--- config.mk ---
export PLATFORM = sky130hd
export DESIGN_NAME = frame_receiver
export DESIGN_NICKNAME = d
export VERILOG_FILES = /design/src/rtl/frame_receiver.sv
export SDC_FILE = /design/constraint.sdc
export NUM_CORES = 1
export LEC_CHECK = 0
export BUFFER_PORTS_ARGS = -buffer_cell sky130_fd_sc_hd__buf_2
export CAP_MARGIN = 20
export CORE_MARGIN = 4
export CORE_UTILIZATION = 30
export CTS_BUF_LIST = sky130_fd_sc_hd__clkbuf_8
export CTS_CLUSTER_DIAMETER = 150
export DETAILED_ROUTE_END_ITERATION = 10
export SLEW_MARGIN = 10
export SYNTH_ARGS = -nofsm -noshare
export SYNTH_HDL_FRONTEND = slang
export SYNTH_SLANG_ARGS = --single-unit
--- constraint.sdc ---
create_clock -name clk -period 14.75 [get_ports clk]
set_clock_uncertainty 0.15 [all_clocks]
set_input_delay 2.95 -clock clk [delete_from_list [all_inputs] [get_ports clk]]
set_output_delay 2.95 -clock clk [all_outputs]
set_load 0.01 [all_outputs]
--- src/rtl/frame_receiver.sv ---
// Receive-side frame parser: hunts for a 13-byte frame in the UART byte stream,
// validates length, function, inverted checksum and tail, and publishes the payload
// only for good frames. Emits success/error pulses, counters and a byte preview.
module frame_receiver #(
    parameter int unsigned TIMEOUT = 1_000_000
) (
    input  logic        clk,
    input  logic        rst,
    input  logic [7:0]  rx_data,
    input  logic        rx_valid,
    input  logic [2:0]  sel,
    output logic [63:0] data_out,
    output logic [7:0]  preview_data,
    output logic        frame_valid,
    output logic        frame_error,
    output logic [2:0]  err_code,
    output logic [7:0]  frame_count,
    output logic [7:0]  error_count
);

    localparam int unsigned CW = (TIMEOUT > 1) ? $clog2(TIMEOUT) : 1;
    localparam logic [CW-1:0] IDLE_LAST = CW'(TIMEOUT - 1);

    localparam logic [7:0] HDR_BYTE  = 8'h52;
    localparam logic [7:0] LEN_BYTE  = 8'h0C;
    localparam logic [7:0] FUNC_BYTE = 8'h01;
    localparam logic [7:0] TAIL_BYTE = 8'h9A;

    localparam logic [2:0] ERR_LEN   = 3'd1;
    localparam logic [2:0] ERR_FUNC  = 3'd2;
    localparam logic [2:0] ERR_CSUM  = 3'd3;
    localparam logic [2:0] ERR_TAIL  = 3'd4;
    localparam logic [2:0] ERR_TIME  = 3'd5;

    typedef enum logic [2:0] {
        StIdle,
        StLen,
        StFunc,
        StData,
        StCsum,
        StTail
    } state_t;

    state_t          state_q, state_d;
    logic [7:0]      acc_q, acc_d;
    logic [2:0]      idx_q, idx_d;
    logic            csum_ok_q, csum_ok_d;
    logic [CW-1:0]   idle_q, idle_d;
    logic [63:0]     shadow_q;

    logic            shadow_we;
    logic            good;
    logic            fail;
    logic [2:0]      fail_code;

    // Next-state decode: advances only on accepted bytes; any fault returns to idle.
    always_comb begin
        state_d   = state_q;
        acc_d     = acc_q;
        idx_d     = idx_q;
        csum_ok_d = csum_ok_q;
        idle_d    = '0;
        shadow_we = 1'b0;
        good      = 1'b0;
        fail      = 1'b0;
        fail_code = 3'd0;

        if (state_q != StIdle && !rx_valid) begin
            idle_d = idle_q + CW'(1);
        end

        unique case (state_q)
            StIdle: begin
                if (rx_valid && rx_data == HDR_BYTE) begin
                    state_d = StLen;
                    acc_d   = HDR_BYTE;
                end
            end
            StLen: begin
                if (rx_valid) begin
                    if (rx_data == LEN_BYTE) begin
                        state_d = StFunc;
                        acc_d   = acc_q + rx_data;
                    end else begin
                        fail      = 1'b1;
                        fail_code = ERR_LEN;
                    end
                end
            end
            StFunc: begin
                if (rx_valid) begin
                    if (rx_data == FUNC_BYTE) begin
                        state_d = StData;
                        acc_d   = acc_q + rx_data;
                        idx_d   = 3'd0;
                    end else begin
                        fail      = 1'b1;
                        fail_code = ERR_FUNC;
                    end
                end
            end
            StData: begin
                if (rx_valid) begin
                    shadow_we = 1'b1;
                    acc_d     = acc_q + rx_data;
                    idx_d     = idx_q + 3'd1;
                    if (idx_q == 3'd7) begin
                        state_d = StCsum;
                    end
                end
            end
            StCsum: begin
                // Fold the fixed tail in now so the tail state only has to check the byte.
                if (rx_valid) begin
                    csum_ok_d = (rx_data == ~(acc_q + TAIL_BYTE));
                    state_d   = StTail;
                end
            end
            StTail: begin
                if (rx_valid) begin
                    state_d = StIdle;
                    if (rx_data != TAIL_BYTE) begin
                        fail      = 1'b1;
                        fail_code = ERR_TAIL;
                    end else if (!csum_ok_q) begin
                        fail      = 1'b1;
                        fail_code = ERR_CSUM;
                    end else begin
                        good = 1'b1;
                    end
                end
            end
            default: state_d = StIdle;
        endcase

        // A byte in the expiry cycle wins over the timeout.
        if (state_q != StIdle && !rx_valid && idle_q == IDLE_LAST) begin
            fail      = 1'b1;
            fail_code = ERR_TIME;
        end

        if (fail) begin
            state_d = StIdle;
            idle_d  = '0;
        end
    end

    // Parser state and frame-local bookkeeping.
    always_ff @(posedge clk or posedge rst) begin
        if (rst) begin
            state_q   <= StIdle;
            acc_q     <= 8'h00;
            idx_q     <= 3'd0;
            csum_ok_q <= 1'b0;
            idle_q    <= '0;
        end else begin
            state_q   <= state_d;
            acc_q     <= acc_d;
            idx_q     <= idx_d;
            csum_ok_q <= csum_ok_d;
            idle_q    <= idle_d;
        end
    end

    // Payload shadow, published payload, pulses, error code and counters.
    always_ff @(posedge clk or posedge rst) begin
        if (rst) begin
            shadow_q    <= 64'h0;
            data_out    <= 64'h0;
            frame_valid <= 1'b0;
            frame_error <= 1'b0;
            err_code    <= 3'd0;
            frame_count <= 8'h00;
            error_count <= 8'h00;
        end else begin
            frame_valid <= good;
            frame_error <= fail;
            if (shadow_we) begin
                // Byte k lives at [63-8k -: 8], i.e. base 8*(7-k).
                shadow_q[{~idx_q, 3'b000} +: 8] <= rx_data;
            end
            if (good) begin
                data_out    <= shadow_q;
                frame_count <= frame_count + 8'h01;
            end
            if (fail) begin
                err_code <= fail_code;
                if (error_count != 8'hFF) begin
                    error_count <= error_count + 8'h01;
                end
            end
        end
    end

    // Display preview: selected byte of the published payload, one cycle behind.
    always_ff @(posedge clk or posedge rst) begin
        if (rst) begin
            preview_data <= 8'h00;
        end else begin
            preview_data <= data_out[{~sel, 3'b000} +: 8];
        end
    end

endmodule

### Yosys cells after proc, flatten, opt, wreduce, memory -nomap -nowiden

Index checks and enable logic that the tools add are counted.

| word-level totals | value |
|---|---|
| word-level logic and storage cells | 116 |
| memory bits (writable) | 0 |
| bits in read-only memories | 0 |
| input port bits | 14 |
| bits in registers | 192 |
| latch bits | 0 |
| memories | 0 |

| operators by class | value |
|---|---|
| multipliers | 0 |
| bitwise operators | 3 |
| order comparisons | 0 |
| shift-type cells | 3 |
| reductions and logical operators | 13 |
| div/mod/pow operators | 0 |
| equal/unequal tests | 28 |
| multiplexer cells | 49 |
| add/sub/neg operators | 7 |

Operators with widths:

| kind | number |
|---|---|
| bitwise mux 64 bit | 1 |
| variable shift 8 x 8 -> 64 bit (first input constant) | 1 |
| indexed part select 64 x 7 -> 8 bit | 1 |
| indexed part select 8 x 8 -> 64 bit | 1 |
| two-way mux 3 bit | 16 |
| two-way mux 8 bit | 6 |
| two-way mux 20 bit | 2 |
| one-hot mux 8 bit (4 select lines) | 1 |
| != test 3 bit (second input constant) | 9 |
| adder 20 x 1 -> 20 bit (second input constant) | 1 |
| equality test 20 bit (second input constant) | 1 |
| one-hot mux 3 bit (6 select lines) | 1 |
| adder 8 x 1 -> 8 bit (second input constant) | 2 |
| two-way mux 1 bit | 16 |
| != test 8 bit (second input constant) | 2 |
| != test 2 bit (second input constant) | 6 |
| equality test 3 bit (second input constant) | 3 |
| one-hot mux 3 bit (3 select lines) | 1 |
| AND reduction 9 bit | 1 |
| adder 8 bit | 1 |
| adder 8 bit (second input constant) | 1 |
| equality test 8 x 1 -> 1 bit (second input constant) | 1 |
| equality test 8 x 4 -> 1 bit (second input constant) | 1 |
| equality test 8 x 7 -> 1 bit (second input constant) | 1 |
| other kinds (19) | 26 |

### Longest topological paths before layout

| logic depth | value |
|---|---|
| word-level depth | 7 |
| mapped depth | 8 |
| mapped depth without buffers | 8 |

### Least setup slack after synthesis

Ideal clock, no wire load.

| timing | value |
|---|---|
| kind | input port to flip-flop |
| start | input port rx_data[4] |
| end | register acc_q[7] |
| required time | 14.474 ns |
| setup slack | 9.952 ns |
| arrival time | 4.522 ns |
| buffers on the path | 0 |
| setup time | 0.126 ns |
| stages on the path | 6 |
| cells stage by stage | ha_1 > and3_1 > a221o_1 > o41ai_4 > mux2i_1 > a311o_1 |

| on the way | value |
|---|---|
| word-level cells in the longest chain between the ends | 4 |
| elaborated cells on any way between the ends | 15 |

Ends and longest elaborated chain:

| item | line | source |
|---|---|---|
| start: declaration | 9 | `input logic [7:0] rx_data,` |
| adder 8 bit / equality test 8 x 7 -> 1 bit (equally long branches) | - |  |
| two-way mux 8 bit, or another cell as far along | 92 | `if (rx_data == FUNC_BYTE) begin` |
| two-way mux 8 bit, or another cell as far along | 91 | `if (rx_valid) begin` |
| one-hot mux 8 bit (4 select lines) / AND reduction 7 bit (equally long branches) | - |  |
| end signal: assignment | 152 | `acc_q <= 8'h00;` |
| end signal: assignment | 158 | `acc_q <= acc_d;` |
| end: declaration | 45 | `logic [7:0] acc_q, acc_d;` |

Several ways; a longest one is shown, not always the timed one. The select of a mux whose other input is x is not followed.
A chain may end at the register's enable or synchronous reset.

### Worst setup path in the final report

| timing | value |
|---|---|
| start | input port rx_data[5] |
| end | register frame_count[5] |

| on the way | value |
|---|---|
| word-level cells in the longest chain between the ends | 4 |

Ends and longest elaborated chain:

| item | line | source |
|---|---|---|
| != test 8 bit | 122 | `if (rx_data != TAIL_BYTE) begin` |
| two-way mux 1 bit | 122 |  |
| two-way mux 1 bit | 120 | `if (rx_valid) begin` |
| two-way mux 1 bit | 72 | `unique case (state_q)` |
| end signal: assignment | 184 | `frame_count <= frame_count + 8'h01;` |
| end: declaration | 17 | `output logic [7:0] frame_count,` |

No other way between the ends.

==> results.md <==
Worst setup path:
- STA classifies the critical path startpoint as a primary input.
- For the worst setup path, the data arrival time is 5.10 ns.
- The data required time of the worst path is 15.01 ns.
- The endpoint class of the critical path is a flop.
- The maximum fanout along the worst path is 70.
- The worst setup path category is primary input to flop.

Synth:
- The commonest cells after synthesis are 192 x sky130_fd_sc_hd__dfrtp_1, 110 x sky130_fd_sc_hd__mux2_2, 67 x sky130_fd_sc_hd__nand2_1, 39 x sky130_fd_sc_hd__nor2_1, 21 x sky130_fd_sc_hd__o21ai_0.
- The post-synthesis sequential element count is 192.
- After synthesis, flip-flops and latches occupy 53.1% of the total area.
- The unique cell type count in the Yosys netlist is 79.
- The primary flip-flop cell chosen by synthesis mapping is sky130_fd_sc_hd__dfrtp_1.
- The mapped netlist covers 9040 µm².
- The synthesized area per cell is 12.6 µm².
- The synthesized instance count is 716.
- The most used standard cell by instance count after synthesis is sky130_fd_sc_hd__dfrtp_1.
- Of all flip-flops after synthesis, the portion carrying an async set or reset was 100%.
- The Yosys step of the flow raised 0 warnings.
- Sorting the synthesized cells by area gives the leading types as sky130_fd_sc_hd__dfrtp_1 53%, sky130_fd_sc_hd__mux2_2 14%, sky130_fd_sc_hd__mux4_2 4.0%.
- Counting flops with a built-in enable in the synthesized netlist gives 0.
- The number of nets in the synthesized netlist is 744.
- The synthesized design spends more area on one cell type than any other, namely sky130_fd_sc_hd__dfrtp_1.
- The synthesized design devotes to its leading area cell type 53.1% of total area.

Floorplan:
- The core region is 29,700 µm².
- The effective utilization at floorplan is 30.4%.
- The vertical extent of the die is 182 µm.
- The die span in x is 182 µm.
- The count of pins on the block boundary is 107.
- The floorplan step defined a die boundary enclosing 33,000 µm².
- In this run the core area contains 63 standard-cell rows.

Clock network:
- The tree built by TritonCTS fans out to 192 sinks.
- For the worst-skew pair, the clock arrives at the later sink with an insertion delay of 0.48 ns.
- The clock tree synthesis step divided the H-tree into 4 levels.
- After clock tree synthesis, the flow added hold-fix buffers numbering 0.
- Buffers inserted during clock tree synthesis total 17.
- The number of post-CTS setup repair buffers is 0.
- The tree is rooted in a sky130_fd_sc_hd__clkbuf_8.
- TritonCTS built the clock tree.
- The maximum root-to-sink buffer count is 2.
- The clock edge transition at the registers on the reported setup and hold paths is 0.11 ns.
- The quantity of gates resized following cts is 0.

Final layout:
- Compared with the post-synthesis result, the final layout area differs by 13.5%.
- The post-route netlist has 36.1% of its cells at a drive strength greater than 1.
- Once layout is complete, the utilization of the core stands at 34.5%.
- Excluding fillers, the count of instances in the completed layout stands at 1,207.
- The number of filler cells placed in the layout is 2,967.
- 0 antenna diodes ended up in the layout.
- The final layout contains 832 nets.

Run status:
- The flow ran to the end, and the final reports show no timing, DRC or antenna violations.

Global routing:
- Global routing consumed, over all layers together, 12.9% of the routing resources.
- The via count of the first global-routing pass is 5,819.
- Entering global routing, the biggest net connects 127 pins.
- The aggregate global routing overflow is 0.
- The first global-routing pass estimated 33,800 µm of wire.
- The initial antenna violation count is 1.

Place:
- The setup slack at placement is 9.42 ns.
- The total placed cells including tap cells is 1,175.
- The number of I/O port buffers is 106.
- The wire-length estimate of the detail-placed layout is 14,800 µm.
- The congestion estimate from routability-driven global placement came to 0.817.

Pwr:
- The analysis attributes to cell leakage a power of 5.04 nW.
- Total power for the finished layout comes to 1.25 mW.
- The worst ir drop on vdd is 0.0812 mV.
- For this design the ratio of total power to cell area is 122 nW/µm².

STA:
- The number of hold-slack violations in the final timing report is 0.
- The worst max-slew margin expressed relative to the limit is 33.6%.
- The final worst slack is 9.91 ns.
- The transition time of the tightest slew-check pin is 0.995 ns.
- In the final timing run, aggregate negative setup slack is 0 ns.
- The shortest period the worst path allows is 4.84 ns.
- Of the available clock period, the critical path in the final layout requires 32.8%.
- The number of slew-limit violations in the final report is 0.
- Static timing analysis puts the maximum clock frequency at 207 MHz.
- Setup repair after global routing left no endpoint under its margin.
- The final count of negative-setup-slack endpoints is 0.

Detailed routing:
- The total length of routed wires is 21,100 µm.
- The number of design rule violations left after detail routing is 0.
- In the final routed layout, each cell accounts on average for 17.5 µm.
- The detailed router finished its first iteration with 401 violations.
- In this run the remaining antenna-violating nets after routing total 0.
- The ratio of routed vias to standard cells is 4.90.
- The first TritonRoute pass finished after 4 iterations.
- The number of vias in the routed layout is 5,909.

Hold path:
- The class of the worst hold path is flop to flop.

Flow run:
- Across the run, the number of max-cap violations was 0.
## worst paths after layout
kind	from	end	slack [ns]	cells after the start
min	shadow_q[42]	shadow_q[42]	0.32	2
max in group asynchronous	rst	data_out[36]	10.55	3
min in group asynchronous	rst	data_out[28]	2.52	2
max	rx_data[5]	frame_count[5]	9.91	7
max reg2reg	idx_q[0]	shadow_q[1]	11.77	5
min reg2reg	shadow_q[42]	shadow_q[42]	0.32	2
## critical path: stages
cell,delay [ns]
sky130_fd_sc_hd__buf_2,0.19
sky130_fd_sc_hd__and4bb_4,0.42
sky130_fd_sc_hd__and4_2,0.22
sky130_fd_sc_hd__buf_4,0.72
sky130_fd_sc_hd__nand4_2,0.22
sky130_fd_sc_hd__nor2_1,0.17
sky130_fd_sc_hd__xor2_1,0.16
## per-stage QoR
| stage | area (µm²) | hold slack (ns) |
|---|---|---|
| 2_1_floorplan | 9040 | 0.283 |
| 3_3_place_gp | 9860 | 0.301 |
| 3_5_place_dp | 9860 | 0.304 |
| 4_1_cts | 10300 | 0.327 |
| 5_1_grt | 10300 | 0.355 |
| 6_report | 10300 | 0.324 |
## final cells by class
cell class	instances	area, µm²	area share (%)
Sequential cell	192	4800	46.8
Clock buffer	18	248	2.41
Tap cell	390	488	4.75
Inverter	16	67.6	0.658
Timing Repair Buffer	108	546	5.32
Clock inverter	14	150	1.46
Multi-Input combinational cell	469	3960	38.6
## registers in the layout, indices dropped and copies added (netlist names)
register,count
acc_q,8
csum_ok_q,1
data_out,64
err_code,3
error_count,8
frame_count,8
frame_error,1
frame_valid,1
idle_q,20
idx_q,3
preview_data,8
shadow_q,64
state_q,3
## placed cells by master, fill, tap and decap left out, types with 4 or more instances in the layout
master	count
sky130_fd_sc_hd__a21oi_1	10
sky130_fd_sc_hd__and2_1	4
sky130_fd_sc_hd__and3_1	8
sky130_fd_sc_hd__buf_2	106
sky130_fd_sc_hd__clkbuf_8	18
sky130_fd_sc_hd__dfrtp_1	192
sky130_fd_sc_hd__ha_1	13
sky130_fd_sc_hd__inv_1	16
sky130_fd_sc_hd__mux2_1	4
sky130_fd_sc_hd__mux2_2	110
sky130_fd_sc_hd__mux2_4	4
sky130_fd_sc_hd__mux2i_1	5
sky130_fd_sc_hd__mux4_2	16
sky130_fd_sc_hd__nand2_1	67
sky130_fd_sc_hd__nand3_1	17
sky130_fd_sc_hd__nand3b_1	5
sky130_fd_sc_hd__nand4_1	8
sky130_fd_sc_hd__nor2_1	39
sky130_fd_sc_hd__nor3_1	8
sky130_fd_sc_hd__nor4b_1	4
sky130_fd_sc_hd__o21a_1	4
sky130_fd_sc_hd__o21ai_0	21
sky130_fd_sc_hd__xnor2_1	20
sky130_fd_sc_hd__xor2_1	19
## routing by layer
metal  share of wire (%)  GRT usage, %  wire length (µm)  vias up
li1                    -             -                 -     2745
met1                  46          17.7              9690     3031
met2                  49          21.2             10300      118
met3                 4.7          2.88               984       13
met4                0.66          2.85               140        2
met5               0.033             0                 7        -
## power by group
group          internal, mW  switching [mW]  total (mW)  leakage (nW)
clock network         0.144           0.205       0.349         0.205
logic                 0.117           0.156       0.273          2.22
registers             0.576          0.0560       0.632          2.62
total                 0.837           0.418        1.25          5.04
## kinds of logic after synthesis
family                   count (synthesis)  share of synthesized area (%)
adder cells (fa/ha/maj)                 14                           2.02
buffers and inverters                   55                           3.09
multiplexers                           139                           19.4
AO/OA/AOI/OAI                           72                           5.73
AND/OR/NAND/NOR                        205                           12.8
XOR/XNOR                                39                           3.78
flip-flops                             192                           53.1
(Power assumes the default switching activity.)
